## config.mk

```make
export PLATFORM = sky130hd
export DESIGN_NAME = serial_add_sub
export DESIGN_NICKNAME = d
export VERILOG_FILES = /design/src/rtl/serial_add_sub.sv
export SDC_FILE = /design/constraint.sdc
export NUM_CORES = 1
export LEC_CHECK = 0
export CAP_MARGIN = 0
export CORE_UTILIZATION = 54
export CTS_BUF_LIST = sky130_fd_sc_hd__clkbuf_4 sky130_fd_sc_hd__clkbuf_8 sky130_fd_sc_hd__clkbuf_16
export DETAILED_ROUTE_END_ITERATION = 8
export PLACE_DENSITY_LB_ADDON = 0.08
export SKIP_LAST_GASP = 1
export SYNTH_ARGS = -nofsm -noshare
export SYNTH_HDL_FRONTEND = slang
export SYNTH_SLANG_ARGS = --single-unit
```

## constraint.sdc

```tcl
create_clock -name clk -period 2.9 [get_ports clk]
set_input_delay 0.29 -clock clk [delete_from_list [all_inputs] [get_ports clk]]
set_output_delay 0.29 -clock clk [all_outputs]
set_load 0.1 [all_outputs]
```

## src/rtl/serial_add_sub.sv

```systemverilog
// serial_add_sub: bit-serial two's-complement adder/subtractor.
//
// One full-adder stage processes the latched operands one bit per cycle,
// LSB first. A WIDTH-bit operation takes WIDTH RUN cycles followed by a
// single DONE cycle carrying the done pulse.
//
// Ports:
//   clk     in   single clock, rising edge
//   rst     in   synchronous, active-high reset
//   start   in   operation request, accepted only in IDLE
//   sub     in   0 = a + b, 1 = a - b (b inverted, carry-in 1)
//   a, b    in   WIDTH-bit operands, captured with start
//   busy    out  high while bits are being processed (RUN)
//   done    out  one-cycle completion pulse (DONE)
//   result  out  WIDTH-bit sum/difference, held until the next completion
//   cout    out  final carry-out (for sub: 1 = no borrow)
//   ovf     out  signed overflow
//   zero    out  result == 0
//   neg     out  result MSB
//
// Optional build macro SERIAL_ADD_SUB_FLAGS_EN: when defined, the ovf/zero/neg
// flag registers are built; otherwise those ports are tied to 0.

module serial_add_sub #(
  parameter int WIDTH = 8
) (
  input  logic             clk,
  input  logic             rst,
  input  logic             start,
  input  logic             sub,
  input  logic [WIDTH-1:0] a,
  input  logic [WIDTH-1:0] b,
  output logic             busy,
  output logic             done,
  output logic [WIDTH-1:0] result,
  output logic             cout,
  output logic             ovf,
  output logic             zero,
  output logic             neg
);

  localparam int CNT_W = $clog2(WIDTH);

  typedef enum logic [1:0] {
    IDLE = 2'd0,
    RUN  = 2'd1,
    DONE = 2'd2
  } state_t;

  function automatic logic fa_sum(input logic x, input logic y, input logic c);
    return x ^ y ^ c;
  endfunction

  function automatic logic fa_carry(input logic x, input logic y, input logic c);
    return (x & y) | (x & c) | (y & c);
  endfunction

  state_t             state_q, state_d;
  logic [CNT_W-1:0]   cnt_q, cnt_d;
  logic [WIDTH-1:0]   a_q, a_d;
  logic [WIDTH-1:0]   b_q, b_d;
  logic               sub_q, sub_d;
  logic               carry_q, carry_d;
  logic [WIDTH-1:0]   acc_q, acc_d;
  logic [WIDTH-1:0]   result_q, result_d;
  logic               cout_q, cout_d;

  logic               b_bit;
  logic               s_bit;
  logic               c_next;
  logic               last_bit;
  logic [WIDTH-1:0]   acc_next;

  // Full-adder stage on the current LSBs of the shifting operand registers
  assign b_bit    = b_q[0] ^ sub_q;
  assign s_bit    = fa_sum(a_q[0], b_bit, carry_q);
  assign c_next   = fa_carry(a_q[0], b_bit, carry_q);
  assign last_bit = (cnt_q == CNT_W'(WIDTH - 1));
  // Sum bits enter at the MSB so after WIDTH shifts bit 0 lands at position 0
  assign acc_next = {s_bit, acc_q[WIDTH-1:1]};

  always_comb begin
    state_d  = state_q;
    cnt_d    = cnt_q;
    a_d      = a_q;
    b_d      = b_q;
    sub_d    = sub_q;
    carry_d  = carry_q;
    acc_d    = acc_q;
    result_d = result_q;
    cout_d   = cout_q;

    case (state_q)
      IDLE: begin
        if (start) begin
          state_d = RUN;
          a_d     = a;
          b_d     = b;
          sub_d   = sub;
          carry_d = sub;
          cnt_d   = '0;
          acc_d   = '0;
        end
      end
      RUN: begin
        a_d     = a_q >> 1;
        b_d     = b_q >> 1;
        acc_d   = acc_next;
        carry_d = c_next;
        cnt_d   = cnt_q + CNT_W'(1);
        if (last_bit) begin
          state_d  = DONE;
          cnt_d    = '0;
          result_d = acc_next;
          cout_d   = c_next;
        end
      end
      DONE: begin
        state_d = IDLE;
      end
      default: begin
        state_d = IDLE;
      end
    endcase
  end

  always_ff @(posedge clk) begin
    if (rst) begin
      state_q  <= IDLE;
      cnt_q    <= '0;
      a_q      <= '0;
      b_q      <= '0;
      sub_q    <= 1'b0;
      carry_q  <= 1'b0;
      acc_q    <= '0;
      result_q <= '0;
      cout_q   <= 1'b0;
    end else begin
      state_q  <= state_d;
      cnt_q    <= cnt_d;
      a_q      <= a_d;
      b_q      <= b_d;
      sub_q    <= sub_d;
      carry_q  <= carry_d;
      acc_q    <= acc_d;
      result_q <= result_d;
      cout_q   <= cout_d;
    end
  end

`ifdef SERIAL_ADD_SUB_FLAGS_EN
  logic ovf_q, ovf_d;
  logic zero_q, zero_d;
  logic neg_q, neg_d;

  // Flags are captured together with result on the RUN->DONE transition.
  // carry_q still holds the carry into the MSB during the last RUN cycle.
  always_comb begin
    ovf_d  = ovf_q;
    zero_d = zero_q;
    neg_d  = neg_q;
    if ((state_q == RUN) && last_bit) begin
      ovf_d  = carry_q ^ c_next;
      zero_d = (acc_next == '0);
      neg_d  = acc_next[WIDTH-1];
    end
  end

  always_ff @(posedge clk) begin
    if (rst) begin
      ovf_q  <= 1'b0;
      zero_q <= 1'b0;
      neg_q  <= 1'b0;
    end else begin
      ovf_q  <= ovf_d;
      zero_q <= zero_d;
      neg_q  <= neg_d;
    end
  end

  assign ovf  = ovf_q;
  assign zero = zero_q;
  assign neg  = neg_q;
`else
  assign ovf  = 1'b0;
  assign zero = 1'b0;
  assign neg  = 1'b0;
`endif

  assign busy   = (state_q == RUN);
  assign done   = (state_q == DONE);
  assign result = result_q;
  assign cout   = cout_q;

endmodule

```

==> Word level (Yosys, flattened, before mapping) <==
Cells that the tools add are included.
{ "totals": {"out_inout_bits": 14, "inputBits": 20, "reg_bits": 40} }
{ "op_classes": {"n_reduce_logical": 6, "bitwise_logic": 8, "eq_ne": 5, "add_sub_neg": 1, "muxes": 14} }
{ "ops": {"columns": ["cell", "count"], "rows": [
  ["$pmux 8 s2", 3],
  ["$mux 8", 3],
  ["$reduce_and 2->1", 4],
  ["$mux 3", 2],
  ["$pmux 3 s2", 1],
  ["$mux 2", 2],
  ["$pmux 2 s2", 1],
  ["$add 3x1->3 const B", 1],
  ["$and 1x1->1", 3],
  ["$eq 3x3->1 const B", 1],
  ["$xor 1x1->1", 3],
  ["$eq 2x1->1 const B", 1],
  ["$eq 2x2->1 const B", 1],
  ["$logic_not 2->1", 1],
  ["$ne 2x1->1 const B", 1],
  ["$ne 2x2->1 const B", 1],
  ["$or 1x1->1", 2],
  ["$pmux 1 s2", 1],
  ["$reduce_bool 2->1", 1],
  ["$mux 1", 1]
]} }

==> Longest topological paths before layout <==
{ "logic_depth": {"depth_word": 5, "mapped_depth": 6, "depth_no_buf": 5} }

==> Least setup slack after synthesis <==
OpenSTA, ideal clock, no wires.
{ "synth_timing": {"path_kind": "register to output", "startpoint": "reg state_q[0]", "endpoint": "out done", "arrival_ps": 1925, "required_ps": 2610, "path_slack_ps": 685, "n_path_buf": 2, "path_stages_with_launch": 4, "cell_sequence": "dfxtp_1 -> buf_6 -> buf_2 -> nor2b_1"} }
{ "synth_between": {"elab_chain_len": 1} }
{ "synth_rtl": {"columns": ["element", "line", "source"], "rows": [
  ["start: declaration", "58", "state_t state_q, state_d;"],
  ["start signal: assignment", "139", "state_q <= state_d;"],
  ["$eq 2x2->1", "191", "assign done = (state_q == DONE);"],
  ["end: declaration", "34", "output logic done,"]
]} }
No other way between the ends.

==> Worst setup path after layout <==
{ "layout_timing": {"startpoint": "reg state_q[0]", "endpoint": "out busy"} }
{ "layout_between": {"elab_chain_len": 1} }
{ "layout_rtl": {"columns": ["element", "line", "source"], "rows": [
  ["$eq 2x1->1", "190", "assign busy = (state_q == RUN);"],
  ["end: declaration", "33", "output logic busy,"]
]} }
No other way between the ends.

==> impl_metrics.yaml <==
run_status:
  status: "finished, final reports clean"
clocking:
  clock_sinks: 39
  hold_buffers: 0
  cts_max_level: 2
  postCtsResizedCells: 0
  cts_buffers: 5
  postCtsSetupRepairBufs: 0
  clock_path_buffers: 2
  clk_pin_slew_ps: 120
  clk_latency_ps: 350
  cts_root_buffer: "clkbuf_4"
  cts_tree: "yes"
place:
  hpwl_um: 2190
  port-buffer-count: 30
  dp_cells: 239
  gp_congestion: 0.728
  post_dp_cell_area_um2: 1940
sta:
  slew_viol_final: 0
  skew_ps: 9.94
  rsz0062_at_grt: "false"
  worst_pin_slew_ps: 765
  period_share_pct: 79.1
  layout_min_cycle_time_ps: 2290
  setup_violations: 0
  clock.fmax_mhz: 436
  hold_viol: 0
  tns_ps: 0
  slew-limit-headroom_pct: 48.9
critical_path:
  crit_path_max_incr_delay_ps: 660
  arrival_ps: 2000
  cp-end-kind: "output pin"
  cp_max_fo: 16
  crit_top_cell: "buf_4"
  crit_required_ps: 2610
  crit_slowest_cell: "dfxtp_1"
  path_class: "reg -> out"
  cp-start-kind: "flop"
  path_cells: "buf_4 > nand2b_1 > inv_2 > buf_4"
final_layout:
  final_cell_count_no_fill: 247
  final_cell_mix: "39 x dfxtp_1, 34 x nor2_1, 19 x clkdlybuf4s50_1"
  final_common_cell: "dfxtp_1"
  diodes: 0
  syn_to_final_growth_pct: 17.6
  final_area_um2: 2000
  drive_gt1_share_pct: 17.1
  nets: 227
route:
  vias: 1309
  firstDrtPassIters: 5
  drt_iter0_markers: 52
  via_per_inst: 5.30
  wl_um: 3070
  post_drt_wl_per_cell_um: 12.4
  ant_nets: 0
  drc: 0
global_routing:
  use_met2_pct: 31.5
  grt.busiest_layer: "met2"
  track_usage_pct: 19.9
  met1_usage_pct: 24.9
  antenna_found_initial: 0
  grt_first_pass_wirelength_um: 5060
  grtUsageMet3_pct: 6.70
  grt_max_degree: 28
  grt_pass1_vias: 1172
  grt_overflow: 0
pwr:
  irDropWorstVdd_v: 0.000359
  p_leak_nw: 0.777
  p_sw_mw: 0.284
  power_mw: 1.02
  netSwitchingFraction_pct: 27.9
  pwr-share-comb_pct: 15.9
  powerDensity_nw_per_um2: 510
  p_int_mw: 0.734
  clock_power_share_pct: 27.3
  seqPwrFrac_pct: 56.8
logic_synthesis:
  synth_cells: 178
  seq_area_frac_synth_pct: 46.0
  synth_top_area_share_pct: 46.0
  yosys.area.top_type: "dfxtp_1"
  synth_seq_cells: 39
  synth_area_leaders: "dfxtp_1 46%, a211oi_2 8.8%, mux2i_1 8.3%, nor2_1 7.5%, a22oi_1 4.0%"
  synth_warnings: 0
  syn_area_um2: 1700
  yosysUniqueCellTypes: 30
  postSynthAreaPerCell_um2: 9.54
floorplan:
  die_w_um: 58.1
  die_height_um: 58.1
  rows: 19
  core_um2: 2880
  die_area_um2: 3370
  io_pins: 34
  initial_core_util_pct: 59.0
flow_run:
  max-cap-violations: 0
hold_path:
  min_path_type: "reg -> reg"
==> cell type report <==
type	count	area, µm²
repair buffers	33	295
well taps	42	52.6
fillers	237	880
flip-flops and latches	39	781
inverters	4	15.0
multi-input cells	121	796
clock buffers	6	45.0
clock inverters	2	12.5
==> kinds of logic after synthesis <==
logic type / share of synthesized area, %
XOR/XNOR: 0.516
buffers and inverters: 7.59
other: 0.221
AO/OA/AOI/OAI: 19.2
adder cells (fa/ha/maj): 2.65
flip-flops: 46.0
AND/OR/NAND/NOR: 15.5
multiplexers: 8.25
==> state kept, by name (all words and copies together) (netlist names) <==
register	cells
a_q	8
cnt_q	3
carry_q	1
sub_q	1
cout	1
state_q	2
result	8
acc_q	7
b_q	8
==> worst max-delay path: cells and delay by family (launching register included) <==
kind,cells,cell delay (ps)
flops,1,660
buf+inv,3,830
simple gates,1,160
==> stage by stage <==
stage | hold WS (ps) | utilization, % | setup slack (ps)
detailed placement | 450 | 67.4 | 866
floorplan | 432 | - | 685
global route | 491 | 69.4 | 447
CTS | 466 | 69.4 | 577
finish | 464 | 69.4 | 606
global placement | 442 | 67.4 | 943
==> synthesized netlist by cell type, drive strengths merged <==
cell and number:
inv 4, nand2b 1, o21ba 1, and3b 1, dfxtp 39, a211oi 14
o21ai 2, ha 2, mux2i 14, a2bb2oi 1, clkbuf 3, fa 1
o211ai 1, nand3b 3, a22oi 9, a21oi 10, nor2b 2, conb 1
or3b 1, nand2 16, xnor2 1, nor3 1, o21bai 1, buf 13
nor2 34, nor4 2
==> worst paths after layout <==
path / from / end / slack [ps] / depth (start not counted)
worst max-delay path: state_q[0]$_SDFFE_PP0P_ / busy / 610 / 4
worst min-delay path: result[4]$_SDFFE_PP0P_ / result[4]$_SDFFE_PP0P_ / 460 / 2
worst max register to register: state_q[0]$_SDFFE_PP0P_ / a_q[5]$_SDFFE_PP0P_ / 1010 / 4
worst min register to register: result[4]$_SDFFE_PP0P_ / result[4]$_SDFFE_PP0P_ / 460 / 2
==> layer usage <==
layer  part of all wire, %  up-vias
li1                      -      657
met4                   1.4        0
met3                   6.8        6
met1                    46      600
met5                     0        -
met2                    46       46
==> power by group through the flow <==
stage          Sequential, mW  Combinational, mW  Clock [mW]
4_1_cts                 0.578              0.163       0.283
3_5_place_dp            0.590              0.163           0
3_3_place_gp            0.589              0.158           0
2_1_floorplan           0.583              0.130           0
6_report                0.578              0.162       0.278
5_1_grt                 0.581              0.175       0.308
Note: power is estimated with default switching activity, not from simulation.
